$ cat src/rtl/alu_mul_seq.sv
`default_nettype none
// ============================================================================
//  Module      : alu_mul_seq
//  Description : Multi-cycle unsigned shift-add multiplier sequencer. It does
//                not contain an adder of its own; each iteration borrows the
//                add path of an external param_ALU instance (operALU=3'b010).
//                An OperandWidth x OperandWidth product is built in
//                OperandWidth iterations, one per clock.
//  Revision    : 1.0 - initial release
// ============================================================================
module alu_mul_seq #(
    parameter int OperandWidth = 32,
    parameter int CntWidth     = 6
) (
    input  logic                        clk,
    input  logic                        rst_n,
    input  logic                        start,
    input  logic [OperandWidth-1:0]     multiplicand,
    input  logic [OperandWidth-1:0]     multiplier,
    output logic                        busy,
    output logic                        done,
    output logic [2*OperandWidth-1:0]   product,
    output logic [OperandWidth-1:0]     alu_operandA,
    output logic [OperandWidth-1:0]     alu_operandB,
    output logic [2:0]                  alu_operALU,
    output logic                        alu_carry_in,
    input  logic [OperandWidth-1:0]     alu_result,
    input  logic                        alu_carry_out
);

    // ALU opcode for the plain add path.
    localparam logic [2:0]          C_OP_ADD    = 3'b010;
    // Counter value of the final iteration.
    localparam logic [CntWidth-1:0] C_LAST_ITER = CntWidth'(OperandWidth - 1);

    typedef enum logic [1:0] {
        S_IDLE = 2'd0,
        S_RUN  = 2'd1,
        S_DONE = 2'd2
    } state_t;

    state_t                     r_state;
    state_t                     w_state_nxt;

    // acc holds the upper half of the running partial product, q the lower
    // half interleaved with the not-yet-consumed multiplier bits.
    logic [OperandWidth-1:0]    r_acc;
    logic [OperandWidth-1:0]    r_q;
    logic [OperandWidth-1:0]    r_m;
    logic [CntWidth-1:0]        r_cnt;

    logic [OperandWidth-1:0]    w_acc_nxt;
    logic [OperandWidth-1:0]    w_q_nxt;
    logic [OperandWidth-1:0]    w_m_nxt;
    logic [CntWidth-1:0]        w_cnt_nxt;

    // State and datapath registers; reset aborts any operation immediately.
    always_ff @(posedge clk or negedge rst_n) begin
        if (!rst_n) begin
            r_state <= S_IDLE;
            r_acc   <= '0;
            r_q     <= '0;
            r_m     <= '0;
            r_cnt   <= '0;
        end else begin
            r_state <= w_state_nxt;
            r_acc   <= w_acc_nxt;
            r_q     <= w_q_nxt;
            r_m     <= w_m_nxt;
            r_cnt   <= w_cnt_nxt;
        end
    end

    // Next-state and datapath update: load on accepted start, shift-add in RUN.
    always_comb begin
        w_state_nxt = r_state;
        w_acc_nxt   = r_acc;
        w_q_nxt     = r_q;
        w_m_nxt     = r_m;
        w_cnt_nxt   = r_cnt;

        case (r_state)
            S_IDLE: begin
                if (start) begin
                    w_m_nxt     = multiplicand;
                    w_q_nxt     = multiplier;
                    w_acc_nxt   = '0;
                    w_cnt_nxt   = '0;
                    w_state_nxt = S_RUN;
                end
            end

            S_RUN: begin
                // The ALU carry becomes the new MSB of acc, so the partial
                // sum never loses bit OperandWidth; the sum LSB drops into q.
                {w_acc_nxt, w_q_nxt} = {alu_carry_out, alu_result, r_q[OperandWidth-1:1]};
                w_cnt_nxt            = r_cnt + CntWidth'(1);
                if (r_cnt == C_LAST_ITER) begin
                    w_state_nxt = S_DONE;
                end
            end

            S_DONE: begin
                // Back-to-back reload avoids an idle bubble between products.
                if (start) begin
                    w_m_nxt     = multiplicand;
                    w_q_nxt     = multiplier;
                    w_acc_nxt   = '0;
                    w_cnt_nxt   = '0;
                    w_state_nxt = S_RUN;
                end else begin
                    w_state_nxt = S_IDLE;
                end
            end

            default: begin
                w_state_nxt = S_IDLE;
            end
        endcase
    end

    // Status, product and ALU drive decoded from registered state only.
    always_comb begin
        busy         = (r_state == S_RUN);
        done         = (r_state == S_DONE);
        product      = {r_acc, r_q};
        alu_operALU  = C_OP_ADD;
        alu_carry_in = 1'b0;
        alu_operandA = '0;
        alu_operandB = '0;
        if (r_state == S_RUN) begin
            alu_operandA = r_acc;
            alu_operandB = r_q[0] ? r_m : '0;
        end
    end

endmodule
`default_nettype wire

$ cat config.mk
export PLATFORM = sky130hd
export DESIGN_NAME = alu_mul_seq
export DESIGN_NICKNAME = d
export VERILOG_FILES = /design/src/rtl/alu_mul_seq.sv
export SDC_FILE = /design/constraint.sdc
export NUM_CORES = 1
export LEC_CHECK = 0
export ABC_AREA = 1
export BUFFER_PORTS_ARGS = -buffer_cell sky130_fd_sc_hd__buf_2
export CAP_MARGIN = 20
export CORE_ASPECT_RATIO = 1.75
export CORE_UTILIZATION = 40
export CTS_CLUSTER_DIAMETER = 200
export DETAILED_ROUTE_END_ITERATION = 6
export PLACE_DENSITY = 0.71
export SLEW_MARGIN = 20
export SYNTH_ARGS = -nofsm -noshare
export SYNTH_HDL_FRONTEND = slang
export SYNTH_SLANG_ARGS = --single-unit
$ cat constraint.sdc
create_clock -name clk -period 2.8 [get_ports clk]
set_input_delay 0.14 -clock clk [delete_from_list [all_inputs] [get_ports clk]]
set_output_delay 0.14 -clock clk [all_outputs]
set_load 0.05 [all_outputs]
# Word-level counts from Yosys, hierarchy flattened

Index checks and enable logic that the tools add are counted.

Bits in registers: 104
Input bits: 100
Logic and storage cells: 31

$add $sub $neg: 1
Equal/unequal tests: 6
Muxes and demuxes: 13
Reductions and logical operators: 6

Operators with widths:

| cell                                                 | number |
|---|---|
| two-way mux 32 bit                                   | 5 |
| one-hot mux 32 bit (2 select lines)                  | 2 |
| one-hot mux 6 bit (2 select lines)                   | 1 |
| adder 6 x 1 -> 6 bit (second input constant)         | 1 |
| equality test 6 x 5 -> 1 bit (second input constant) | 1 |
| two-way mux 6 bit                                    | 1 |
| one-hot mux 2 bit (3 select lines)                   | 1 |
| AND reduction 2 bit                                  | 3 |
| two-way mux 2 bit                                    | 2 |
| != test 2 x 1 -> 1 bit (second input constant)       | 2 |
| equality test 2 x 1 -> 1 bit (second input constant) | 1 |
| equality test 2 bit (second input constant)          | 1 |
| logical NOT 2 bit                                    | 1 |
| != test 2 bit (second input constant)                | 1 |
| nonzero test 2 bit                                   | 1 |
| OR reduction 2 bit                                   | 1 |
| two-way mux 1 bit                                    | 1 |

# Logic depth before layout (Yosys ltp)

Word-level depth: 4
Gate-level depth with buffers: 9
Depth with buffers taken out: 7

# Worst setup path after synthesis

No wires, ideal clock.

Kind: register -> output
Start point: register r_q[0]
End point: output alu_operandB[10]
Data arrival time: 1.857 ns
Required time: 2.660 ns
Setup slack: 0.803 ns
Cell stages (with the launch flop): 5
Cells stage by stage: dfrtp_1 clkbuf_1 clkbuf_1 nand2_1 nor2_1

Word-level cells in the longest chain between the ends: 2

Ends and longest elaborated chain:

| item                     | line | source |
|---|---|---|
| start: declaration       | 48   | `logic [OperandWidth-1:0] r_q;` |
| start signal: assignment | 68   | `r_q <= w_q_nxt;` |
| two-way mux 32 bit       | 133  | `alu_operandB = r_q[0] ? r_m : '0;` |
| two-way mux 32 bit       | 131  | `if (r_state == S_RUN) begin` |
| end: declaration         | 24   | `output logic [OperandWidth-1:0] alu_operandB,` |

No other way between the ends.

# Final worst setup path

Start point: register r_q[0]
End point: output alu_operandB[2]

Same word-level chain as after synthesis.

==> results.sh <==
export IMPL_status="complete, no violations"
export IMPL_track_usage_pct=21.1
export IMPL_synthAdderAreaFrac_pct=0.257
export IMPL_reg2reg_from="r_state[0]"
export IMPL_clockBufferDepth=2
export IMPL_critPathCapture="alu_operandB[2]"
export IMPL_max_freq_mhz=453
export IMPL_netlist_area_um2=4870
export IMPL_initialDrtViolationCount=179
export IMPL_wl_per_cell_um=13.4
export IMPL_clock_latency_ns=0.33
export IMPL_drt_pass1_iterations=4
export IMPL_setup_viol=0
export IMPL_wl_met2_mm=7.06
export IMPL_r2r_end="r_q[25]"
export IMPL_crit_start="r_q[0]"
export IMPL_most_common_layout_cells="buf_2, nand2_1, nor2_1"
export IMPL_routed_wl_met3_um=531
export IMPL_post_dp_hpwl_mm=9.11
export IMPL_hp_class="primary input to flip-flop"
export IMPL_core_area_um2=11900
export IMPL_grt_pass1_vias=4452
export IMPL_tightestPinTransition_ns=0.990
export IMPL_num_rows=53
export IMPL_finalCriticalPeriod_ns=2.21
export IMPL_vias=4734
export IMPL_synthCells=607
export IMPL_max_slew_margin_pct=34.0
export IMPL_routed_via_density=4.82
export IMPL_h_tree_depth=3
export IMPL_drive_gt1_share_pct=32.9
export IMPL_crit_chain="buf_4 -> nand2_1 -> nor2_1 -> buf_2"
export IMPL_maxCapViolCount=0
export IMPL_drc=0
export IMPL_drt_wl_total_mm=13.2
export IMPL_path_class="flip-flop to output port"
export IMPL_synth_compound_area_share_pct=13.7
export IMPL_cp_required_ns=2.66
export IMPL_area_growth_pct=35.1
export IMPL_slowest_stage="dfrtp_1"
export IMPL_yosys_area_share_simple_pct=24.4
export IMPL_path_max_fanout=29
export IMPL_antenna_found_initial=0
export IMPL_final_nets=942
export IMPL_rsz0062_at_grt="no"
export IMPL_ys_flop_type="dfrtp_1"
export IMPL_io_buffers=229
export IMPL_fin_skew_ns=0.00664
export IMPL_final_antenna_net_count=0
export IMPL_synth_top_family_by_area="simple AND/OR/NAND/NOR gates"
export IMPL_start_util_pct=40.8
export IMPL_grt_overflow=0
export IMPL_cts_setup_buffers=0
export IMPL_clock_sinks=104
export IMPL_reg2reg_slack_ns=1.01
export IMPL_numCtsBuffers=9
export IMPL_layout_commonest_cell="buf_2"
export IMPL_worstHoldPathCells=3
export IMPL_io_pins=234
export IMPL_crit_arrival_ns=2.07
export IMPL_yosysSeqAreaShare_pct=53.4
export IMPL_die_w_um=85.5
export IMPL_fp_dieH_um=148
export IMPL_synth_mux_area_share_pct=0
export IMPL_finalHoldViolations=0
export IMPL_met1Wirelength_mm=5.33
export IMPL_synth_xor_area_share_pct=0
export IMPL_path_clk_slew_ns=0.07
export IMPL_crit_path_end_kind="output port"
export IMPL_synth_avg_cell_area_um2=8.03
export IMPL_finalSetupTns_ns=0
export IMPL_ys_seq_elements=104
export IMPL_r2r_cells=5
export IMPL_fill_cells=1166
export IMPL_synth_edf_count=0
export IMPL_die_area_um2=12600
export IMPL_place_congestion=0.836
export IMPL_crit_path_max_incr_delay_ns=0.99
export IMPL_synth_warnings=0
export IMPL_antennaDiodeCount=0
export IMPL_grt_max_degree=68
export IMPL_highest_layer="met4"
export IMPL_critPathLaunchType="flip-flop"
export IMPL_root_buffer="clkbuf_16"
export IMPL_cts_tree="done"
export IMPL_ys_types=24
export IMPL_slew_violations=0
export IMPL_async_flop_share_pct=100
export IMPL_fin_crit_sh_pct=78.8
export IMPL_grt_pass1_wl_mm=21.1
sequential cells by signal, indices dropped and copies added, names as in the netlist:
signal,cells
r_cnt,6
r_state,2
r_m,32
r_q,32
r_acc,32
logic make-up after synthesis:
kind of cell / count (synthesis)
adder cells (fa/ha/maj): 1
AO/OA/AOI/OAI: 104
buffers and inverters: 85
flip-flops: 104
AND/OR/NAND/NOR: 311
other: 2
synth_stat cells, types with 2 or more instances:
library cell / count / area, um^2
buf_6: 5 / 56.3
clkbuf_1: 18 / 67.6
buf_2: 15 / 75.1
nor2_1: 131 / 492
o21a_1: 30 / 225
o21ai_2: 18 / 158
nand2_1: 171 / 642
buf_4: 5 / 37.5
a21oi_1: 4 / 20.0
o21ai_0: 11 / 55.1
o21ai_1: 40 / 200
nand2_2: 2 / 12.5
inv_2: 3 / 11.3
nand3_1: 3 / 15.0
inv_1: 38 / 143
conb_1: 2 / 7.51
dfrtp_1: 104 / 2600
final cells by class:
type / count / area [um^2] / area share, %
Timing Repair Buffer: 264 / 1490 / 22.6
Tap cell: 137 / 171 / 2.60
Sequential cell: 104 / 2600 / 39.5
Inverter: 42 / 160 / 2.43
Multi-Input combinational cell: 420 / 1890 / 28.7
Clock inverter: 4 / 30.0 / 0.456
Clock buffer: 12 / 246 / 3.74
worst min-delay path by stage:
stage	start	to
after floorplan	rst_n	r_acc[0]
after global placement	rst_n	r_q[15]
after detailed placement	rst_n	r_q[15]
after CTS	multiplicand[5]	r_m[5]
after global routing	multiplicand[11]	r_m[11]
final	multiplicand[5]	r_m[5]
metal layers:
metal,GRT usage (%),vias up
met2,37.4,148
met3,3.52,20
li1,-,2331
met1,25.5,2235
met4,7.25,0
met5,0,-
per-stage QoR:
stage	setup WS [ns]	cell area [um^2]	hold slack, ns	utilization [%]	std cells
after floorplan	0.803	4880	-0.156	-	609
after global placement	0.965	6050	0.312	50.7	941
after detailed placement	0.922	6050	0.314	50.7	941
after CTS	0.565	6590	0.0000521	55.2	983
after global routing	0.407	6590	0.0102	55.2	983
final	0.594	6590	0.00544	55.2	983
worst max-delay path: cells and delay by family, from the launching register on:
kind	cells	cell delay, ns
buf+inv	2	0.56
simple gates	2	0.17
flops	1	0.99
timing repair:
action,CTS,global route
resized for setup,0,0
endpoints found under the hold margin,91,0
hold buffers,26,0
Power is not shown: default switching activity piles up to over one toggle a cycle in this logic, so the estimate is an artifact.
